[config.mk]
export PLATFORM = sky130hd
export DESIGN_NAME = peak_tracker
export DESIGN_NICKNAME = d
export VERILOG_FILES = /design/src/rtl/peak_tracker_pkg.sv /design/src/rtl/peak_hyst_cmp.sv /design/src/rtl/peak_tracker.sv
export SDC_FILE = /design/constraint.sdc
export NUM_CORES = 1
export LEC_CHECK = 0
export ABC_AREA = 1
export CAP_MARGIN = 20
export CORE_MARGIN = 10
export CORE_UTILIZATION = 47
export CTS_CLUSTER_DIAMETER = 120
export CTS_CLUSTER_SIZE = 40
export DETAILED_ROUTE_END_ITERATION = 12
export GPL_TIMING_DRIVEN = 0
export PLACE_DENSITY = 0.81
export SYNTH_ARGS = -nofsm -noshare
export SYNTH_HDL_FRONTEND = slang
export SYNTH_HIERARCHICAL = 1
export SYNTH_SLANG_ARGS = --single-unit
export TNS_END_PERCENT = 100
[constraint.sdc]
create_clock -name CLK -period 4.13 [get_ports CLK]
set_input_delay 0.826 -clock CLK [delete_from_list [all_inputs] [get_ports CLK]]
set_output_delay 0.826 -clock CLK [all_outputs]
set_load 0.02 [all_outputs]
[src/rtl/peak_tracker_pkg.sv]
// Shared state encoding and default constants for the peak tracker family.
package peak_tracker_pkg;

  typedef enum logic [1:0] {
    IDLE  = 2'd0,
    SWEEP = 2'd1,
    DONE  = 2'd2
  } state_t;

  localparam int PW_RESET_DEFAULT = 5000;
  localparam int DATA_W_DEFAULT   = 12;
  localparam int PW_W_DEFAULT     = 15;

endpackage

[src/rtl/peak_hyst_cmp.sv]
// Hysteresis compare: a sample beats the candidate only if it exceeds it by more than HYST.
module peak_hyst_cmp
  import peak_tracker_pkg::*;
#(
  parameter int                DATA_W = DATA_W_DEFAULT,
  parameter logic [DATA_W-1:0] HYST   = '0
) (
  input  logic              cand_valid,
  input  logic [DATA_W-1:0] data,
  input  logic [DATA_W-1:0] cand,
  output logic              gt
);

  logic [DATA_W:0] thresh_s;

  // Threshold is one bit wider so cand + HYST never wraps below full scale.
  always_comb begin
    thresh_s = {1'b0, cand} + {1'b0, HYST};
    gt       = !cand_valid | ({1'b0, data} > thresh_s);
  end

endmodule

[src/rtl/peak_tracker.sv]
// Tracks the largest ADC sample of a servo sweep and publishes it with the
// servo pulse widths and sample index at sweep end.
module peak_tracker
  import peak_tracker_pkg::*;
#(
  parameter int                DATA_W   = DATA_W_DEFAULT,
  parameter int                PW_W     = PW_W_DEFAULT,
  parameter int                N_AXES   = 2,
  parameter int                CNT_W    = 16,
  parameter logic [DATA_W-1:0] HYST     = '0,
  parameter int                PW_RESET = PW_RESET_DEFAULT
) (
  input  logic                   CLK,
  input  logic                   RST,
  input  logic                   sweep_start,
  input  logic                   sweep_end,
  input  logic                   sample_valid,
  output logic                   sample_ready,
  input  logic [DATA_W-1:0]      sample_data,
  input  logic [N_AXES*PW_W-1:0] pw_in,
  output logic                   new_max,
  output logic [DATA_W-1:0]      max_value,
  output logic [N_AXES*PW_W-1:0] pw_max,
  output logic [CNT_W-1:0]       max_idx,
  output logic                   result_valid,
  output logic                   sweep_done,
  output logic                   busy
);

  localparam logic [PW_W-1:0]        PW_RESET_V   = PW_W'(PW_RESET);
  localparam logic [N_AXES*PW_W-1:0] PW_RESET_ALL = {N_AXES{PW_RESET_V}};

  state_t                   state_r;
  state_t                   state_nxt_s;
  logic                     cand_valid_r;
  logic [DATA_W-1:0]        cand_value_r;
  logic [N_AXES*PW_W-1:0]   cand_pw_r;
  logic [CNT_W-1:0]         cand_idx_r;
  logic [CNT_W-1:0]         count_r;
  logic                     gt_s;
  logic                     accept_s;
  logic                     take_s;
  logic                     in_done_s;

  peak_hyst_cmp #(
    .DATA_W (DATA_W),
    .HYST   (HYST)
  ) u_cmp (
    .cand_valid (cand_valid_r),
    .data       (sample_data),
    .cand       (cand_value_r),
    .gt         (gt_s)
  );

  // A sample in the same cycle as sweep_start belongs to the discarded sweep.
  assign accept_s  = sample_valid & sample_ready;
  assign take_s    = accept_s & ~sweep_start & gt_s;
  assign in_done_s = (state_r == DONE);

  // State register.
  always_ff @(posedge CLK or posedge RST) begin
    if (RST) begin
      state_r <= IDLE;
    end else begin
      state_r <= state_nxt_s;
    end
  end

  // Next-state logic; DONE lasts exactly one cycle.
  always_comb begin
    state_nxt_s = IDLE;
    case (state_r)
      IDLE: begin
        if (sweep_start) state_nxt_s = SWEEP;
        else             state_nxt_s = IDLE;
      end
      SWEEP: begin
        if (sweep_start)    state_nxt_s = SWEEP;
        else if (sweep_end) state_nxt_s = DONE;
        else                state_nxt_s = SWEEP;
      end
      DONE: begin
        if (sweep_start) state_nxt_s = SWEEP;
        else             state_nxt_s = IDLE;
      end
      default: state_nxt_s = IDLE;
    endcase
  end

  // Handshake and status decoded from the state register.
  always_comb begin
    sample_ready = 1'b0;
    busy         = 1'b0;
    case (state_r)
      IDLE:    begin sample_ready = 1'b0; busy = 1'b0; end
      SWEEP:   begin sample_ready = 1'b1; busy = 1'b1; end
      DONE:    begin sample_ready = 1'b0; busy = 1'b1; end
      default: begin sample_ready = 1'b0; busy = 1'b0; end
    endcase
  end

  // Candidate, saturating sample index and new_max pulse.
  always_ff @(posedge CLK or posedge RST) begin
    if (RST) begin
      cand_valid_r <= 1'b0;
      cand_value_r <= '0;
      cand_pw_r    <= PW_RESET_ALL;
      cand_idx_r   <= '0;
      count_r      <= '0;
      new_max      <= 1'b0;
    end else begin
      new_max <= take_s;
      if (sweep_start) begin
        cand_valid_r <= 1'b0;
        count_r      <= '0;
      end else if (accept_s) begin
        if (gt_s) begin
          cand_valid_r <= 1'b1;
          cand_value_r <= sample_data;
          cand_pw_r    <= pw_in;
          cand_idx_r   <= count_r;
        end
        if (count_r != {CNT_W{1'b1}}) begin
          count_r <= count_r + CNT_W'(1);
        end
      end
    end
  end

  // Publish registers; an empty sweep keeps the previous result but clears result_valid.
  always_ff @(posedge CLK or posedge RST) begin
    if (RST) begin
      max_value    <= '0;
      pw_max       <= PW_RESET_ALL;
      max_idx      <= '0;
      result_valid <= 1'b0;
      sweep_done   <= 1'b0;
    end else begin
      sweep_done <= in_done_s;
      if (in_done_s) begin
        result_valid <= cand_valid_r;
        if (cand_valid_r) begin
          max_value <= cand_value_r;
          pw_max    <= cand_pw_r;
          max_idx   <= cand_idx_r;
        end
      end
    end
  end

endmodule

==> results of run 1 <==
-- logic make-up after synthesis --
family / count (synthesis) / synth area share
flip-flops: 138 / 0.580
adder cells (fa/ha/maj): 16 / 0.0334
XOR/XNOR: 3 / 0.00438
multiplexers: 38 / 0.0713
buffers and inverters: 90 / 0.0621
AO/OA/AOI/OAI: 65 / 0.0563
AND/OR/NAND/NOR: 281 / 0.193
-- stage by stage --
step	setup WS, ps	hold slack (ps)	instance area [um2]	std cells
2_1_floorplan	1600	445	6000	631
3_3_place_gp	473	456	7300	911
3_5_place_dp	987	460	7360	914
4_1_cts	1390	470	7970	946
5_1_grt	1210	489	7970	946
6_report	1410	466	7970	946
-- worst register-to-register path, stage by stage, from the launching register on --
cell and delay, ps:
dfrtp_1 390, inv_1 60, ha_1 310, a21oi_1 200
nand2_1 70, nand2_1 50, nand3_1 70, nand2_1 80
nand2_1 90, nand3_4 150, clkbuf_1 470, nand2_1 140
o21ai_0 110
-- cells in the final DEF (no fill, tap or decap), drive strengths merged, types with 4 or more instances in the layout --
cell	n
a21oi	4
mux2	38
inv	67
clkbuf	35
dfrtp	118
nand2	236
nand3	10
clkdlybuf4s50	108
o21ai	58
dfstp	20
buf	15
ha	16
nand4	6
nor2	26
-- power by group --
group          leakage, uW  internal (uW)  switching, uW  total (uW)
Combinational      0.00176            649            774        1420
Clock             0.000297           1010            549        1560
Sequential         0.00178           1800            211        2010
-- final timing paths --
kind                                 start              to  slack (ps)  depth (start not counted)
max                        sample_data[10]  cand_idx_r[12]        1410                         13
min                          cand_pw_r[27]   cand_pw_r[27]         470                          2
max in group asynchronous              RST       pw_max[9]        2610                          3
min reg2reg                  cand_pw_r[27]   cand_pw_r[27]         470                          2
min in group asynchronous              RST   cand_idx_r[0]         840                          2
max reg2reg                cand_value_r[7]  cand_idx_r[12]        1870                         12
-- state kept, by name, indices dropped and copies added, names as in the netlist --
signal / cells
cand_idx_r: 16
cand_pw_r: 30
cand_valid_r: 1
cand_value_r: 12
count_r: 16
max_idx: 16
max_value: 12
new_max: 1
pw_max: 30
result_valid: 1
state_r: 2
sweep_done: 1
-- final cells by class --
type | instances | share of cell area
inverter | 68 | 0.0325
sequential | 138 | 0.437
timing repair buffer | 111 | 0.143
clock inverter | 7 | 0.0141
multi-input combinational | 403 | 0.270
clock buffer | 25 | 0.0622
buffer | 22 | 0.0148
tap | 172 | 0.0270
-- per-layer routing --
metal  share of wire  routed length, um  vias to the layer above
met4           0.012                176                        0
met5               0                  0                        -
met3           0.058                832                       18
met1            0.42               6130                     2255
li1                -                  -                     2244
met2            0.51               7310                      123
==> results.sh, run 1 <==
export IMPL_power_per_cell_area_nw_per_um2=627
export IMPL_global_route_overflow_total=0
export IMPL_postSynthAreaPerCell_um2=9.51
export IMPL_routed_wire_length_per_instance_um=15.3
export IMPL_synthMostInstantiatedCell="nand2_1"
export IMPL_post_synth_main_area_contributors="dfrtp_1 49%, nand2_1 14%, dfstp_2 8.8%"
export IMPL_worst_path_buf_inv=3
export IMPL_critical_path_required_ps=4460
export IMPL_initial_core_util=0.477
export IMPL_fraction_of_layout_cells_with_a_size_suffix_above_1=0.158
export IMPL_filler_cell_count=1015
export IMPL_most_frequently_used_flop_master_after_synthesis="dfrtp_1"
export IMPL_antenna_cells=0
export IMPL_number_of_antenna_violations_at_the_first_check_in_global_routing=0
export IMPL_final_max_slew_violation_count=0
export IMPL_sort_of_element_at_the_end_of_the_critical_path="register"
export IMPL_synth_seq_area_share=0.580
export IMPL_setup_viol=0
export IMPL_finalPower_uw=4990
export IMPL_postSynth_asyncResetShare=1.00
export IMPL_post_synth_top_area_fraction=0.492
export IMPL_vias_in_the_first_global_route=4883
export IMPL_yosys_area_top_type="dfrtp_1"
export IMPL_postSynthRegisterBits=138
export IMPL_cts_max_level=4
export IMPL_finalWorstPathRequiredPeriod_ps=2720
export IMPL_grt_max_degree=45
export IMPL_max_cap_violations=0
export IMPL_via_per_inst=4.90
export IMPL_final_core_util=0.634
export IMPL_overall_fraction_of_global_route_tracks_in_use=0.170
export IMPL_cts_resized=0
export IMPL_clk_pin_slew_ps=60
export IMPL_critical_path_slowest_cell="clkdlybuf4s50_1"
export IMPL_peak_supply_drop_mv=0.247
export IMPL_synthCells=631
export IMPL_postCtsSetupBuffers=0
export IMPL_power_leakage_uw=0.00384
export IMPL_ioPinCount=110
export IMPL_placementRows=41
export IMPL_drt_first_pass_iters=5
export IMPL_multiInputGateArea_um2=2150
export IMPL_routability_congestion_estimate=0.849
export IMPL_timing_hold_worst_class="reg -> reg"
export IMPL_ant_nets=0
export IMPL_drt_total_wl_mm=14.5
export IMPL_floorplan_die_width_um=133
export IMPL_slew_headroom=0.585
export IMPL_cpLargestDelayFamily="buffers and inverters"
export IMPL_clkLatencyLatePin_ps=420
export IMPL_setup_tns_ps=0
export IMPL_critical_path_most_common_cell="nand2_1"
export IMPL_crit_path_start_kind="input port"
export IMPL_routed_via_count=4640
export IMPL_most_frequent_cells_after_synthesis="229 x nand2_1, 118 x dfrtp_1, 65 x inv_1"
export IMPL_critical_path_arrival_ps=3050
export IMPL_timing_final_crit_share=0.658
export IMPL_layout_area_overhead_vs_synth_pct=32.8
export IMPL_crit_path_cells="clkdlybuf4s50_1, ha_1, nand2_1, inv_2, nand2_2, nor2_2, nand4_1, nand2_1, nand2_1, nand3_4, clkbuf_1, nand2_1, o21ai_0"
export IMPL_detailedRoute_firstIterationViolations=310
export IMPL_detailed_place_hpwl_mm=10.7
export IMPL_yosysUniqueCellTypes=29
export IMPL_max_freq_mhz=368
export IMPL_clock_skew_ps=5.65
export IMPL_synth_net_count=694
export IMPL_num_nets_final=824
export IMPL_holdBufCountCts=0
export IMPL_grtUsageMet2=0.289
export IMPL_path_class="in -> reg"
export IMPL_yosysWarnings=6
export IMPL_cts_root_buffer="clkbuf_16"
export IMPL_synth_edf_count=0
export IMPL_rsz0062_at_grt="false"
export IMPL_design_die_area_um2=17700
export IMPL_numPortBuffers=108
export IMPL_drc=0
export IMPL_final_hold_viol_count=0
export IMPL_post_synth_instance_area_um2=6000
export IMPL_global_route_usage_met1=0.205
export IMPL_floorplan_die_height_um=133
export IMPL_ff_latch_area_um2=3480
export IMPL_design_core_area_um2=12600
export IMPL_path_max_fanout=10
export IMPL_cts_sinks=138
export IMPL_num_cts_buffers=17
export IMPL_grt_first_pass_wirelength_mm=24.4
export IMPL_cts_path_max_buffers=2
export IMPL_timing_worst_slew_pin_value_ps=621
export IMPL_clock_tree_from_tritoncts="done"
export IMPL_status="finished clean"
export IMPL_crit_path_max_incr_delay_ps=470
export IMPL_most_used_layer_global_route="met2"
export IMPL_groute_layer_met3_usage=0.0507
Note: power is estimated with default switching activity, not from simulation.
==> inputs of run 2 (changes only) <==
- clock period: 4.13 -> 2.4 ns (I/O delays scaled with it)
==> run 2 against run 1 <==
Against the previous run: register-to-register slack lost 1600 ps; cell count grew 0.11%; sequential power grew 72%; flip-flop and latch count unchanged; largest cell class unchanged.
==> results.sh, run 2 (synthesis results as in run 1) <==
export IMPL_drt_total_wl_mm=14.5
export IMPL_detailed_place_hpwl_mm=10.7
export IMPL_clock_skew_ps=6.12
export IMPL_antenna_cells=0
export IMPL_numPortBuffers=108
export IMPL_finalWorstPathRequiredPeriod_ps=2280
export IMPL_clk_pin_slew_ps=50
export IMPL_sort_of_element_at_the_end_of_the_critical_path="primary output"
export IMPL_floorplan_die_width_um=133
export IMPL_most_common_library_cell_in_the_layout_ignoring_fill_and_taps="nand2_1"
export IMPL_biggestRegsByFlops="cand_pw_r (30), pw_max (30)"
export IMPL_timing_worst_slew_pin_value_ps=620
export IMPL_crit_path_start_kind="register"
export IMPL_routed_wire_length_per_instance_um=15.3
export IMPL_holdBufCountCts=0
export IMPL_grt_first_pass_wirelength_mm=24.4
export IMPL_overall_fraction_of_global_route_tracks_in_use=0.170
export IMPL_initial_core_util=0.477
export IMPL_peak_supply_drop_mv=0.425
export IMPL_final_max_slew_violation_count=0
export IMPL_grt_max_degree=45
export IMPL_post_place_ws_ps=-397
export IMPL_ioPinCount=110
export IMPL_timing_final_crit_share=0.952
export IMPL_dpl_cell_count=914
export IMPL_final_hold_viol_count=0
export IMPL_layoutNonFillerInstCount=947
export IMPL_num_nets_final=825
export IMPL_power_leakage_uw=0.00387
export IMPL_worst_slack_ps=115
export IMPL_clock_tree_from_tritoncts="done"
export IMPL_critical_path_required_ps=1920
export IMPL_setup_viol=0
export IMPL_cts_path_max_buffers=2
export IMPL_detailedRoute_firstIterationViolations=298
export IMPL_timing_hold_worst_class="in -> reg"
export IMPL_path_max_fanout=3
export IMPL_cts_max_level=4
export IMPL_cts_root_buffer="clkbuf_16"
export IMPL_ff_latch_area_um2=3480
export IMPL_fraction_of_layout_cells_with_a_size_suffix_above_1=0.166
export IMPL_routed_via_count=4616
export IMPL_ant_nets=0
export IMPL_final_core_util=0.636
export IMPL_slew_headroom=0.586
export IMPL_power_per_cell_area_nw_per_um2=1080
export IMPL_max_freq_mhz=438
export IMPL_path_class="reg -> out"
export IMPL_floorplan_die_height_um=133
export IMPL_status="finished clean"
export IMPL_placementRows=41
export IMPL_mostFrequentLayoutCells="229 x nand2_1, 118 x dfrtp_1, 108 x clkdlybuf4s50_1, 64 x inv_1, 56 x o21ai_0"
export IMPL_drc=0
export IMPL_design_die_area_um2=17700
export IMPL_number_of_antenna_violations_at_the_first_check_in_global_routing=0
export IMPL_design_core_area_um2=12600
export IMPL_via_per_inst=4.87
export IMPL_num_cts_buffers=17
export IMPL_cts_sinks=138
export IMPL_vias_in_the_first_global_route=4883
export IMPL_critical_path_arrival_ps=1800
export IMPL_max_cap_violations=0
export IMPL_multiInputGateArea_um2=2150
export IMPL_global_route_overflow_total=0
export IMPL_setup_tns_ps=0
export IMPL_drt_first_pass_iters=4
export IMPL_layout_area_overhead_vs_synth_pct=33.3
export IMPL_clkLatencyLatePin_ps=410
export IMPL_routability_congestion_estimate=0.849
export IMPL_filler_cell_count=1005
==> run 2: worst paths after layout <==
path	start	to	slack, ps	cells past startpoint
worst max-delay path	state_r[0]	busy	120	4
worst min-delay path	sweep_start	count_r[5]	460	4
worst max register to register	cand_value_r[7]	cand_idx_r[2]	310	13
worst min register to register	cand_pw_r[27]	cand_pw_r[27]	470	2
max in group asynchronous	RST	pw_max[9]	1220	3
min in group asynchronous	RST	cand_idx_r[0]	490	2
==> run 2: power by group <==
group | leakage (uW) | switching [uW] | internal [uW]
sequential | 0.00178 | 363 | 3100
clock | 0.000297 | 942 | 1740
combinational | 0.00178 | 1330 | 1130
total | 0.00387 | 2640 | 5970
==> run 2: per-layer routing <==
layer / GRT usage / wire length [um] / up-vias
met4: 0.0458 / 165 / 0
met2: 0.289 / 7330 / 110
met3: 0.0507 / 738 / 16
li1: - / - / 2242
met5: 0 / 0 / -
met1: 0.205 / 6230 / 2248
==> run 2: through the flow <==
step	hold slack [ps]	power (uW)	cell area (um2)
finish	459	8610	8000
global route	482	9110	8000
CTS	437	8680	7970
detailed placement	460	5970	7360
global placement	456	5830	7300
floorplan	445	4830	6000
==> run 2: critical path, stage by stage (launching register included) <==
cell and delay [ps]:
dfrtp_1 380, inv_1 70, ha_1 280, inv_1 60
clkdlybuf4s50_1 600
==> run 2: cell type report <==
type,instances,area share
Clock buffer,25,0.0620
Clock inverter,7,0.0141
Sequential cell,138,0.435
Multi-Input combinational cell,403,0.269
Tap cell,172,0.0269
Inverter,68,0.0327
Timing Repair Buffer,112,0.144
Buffer,22,0.0169
==> run 2: what timing repair did <==
item / 4_1_cts / 5_1_grt
setup buffers: 0 / 1
resized for setup: 0 / 17
endpoints found under the setup margin: 0 / 56
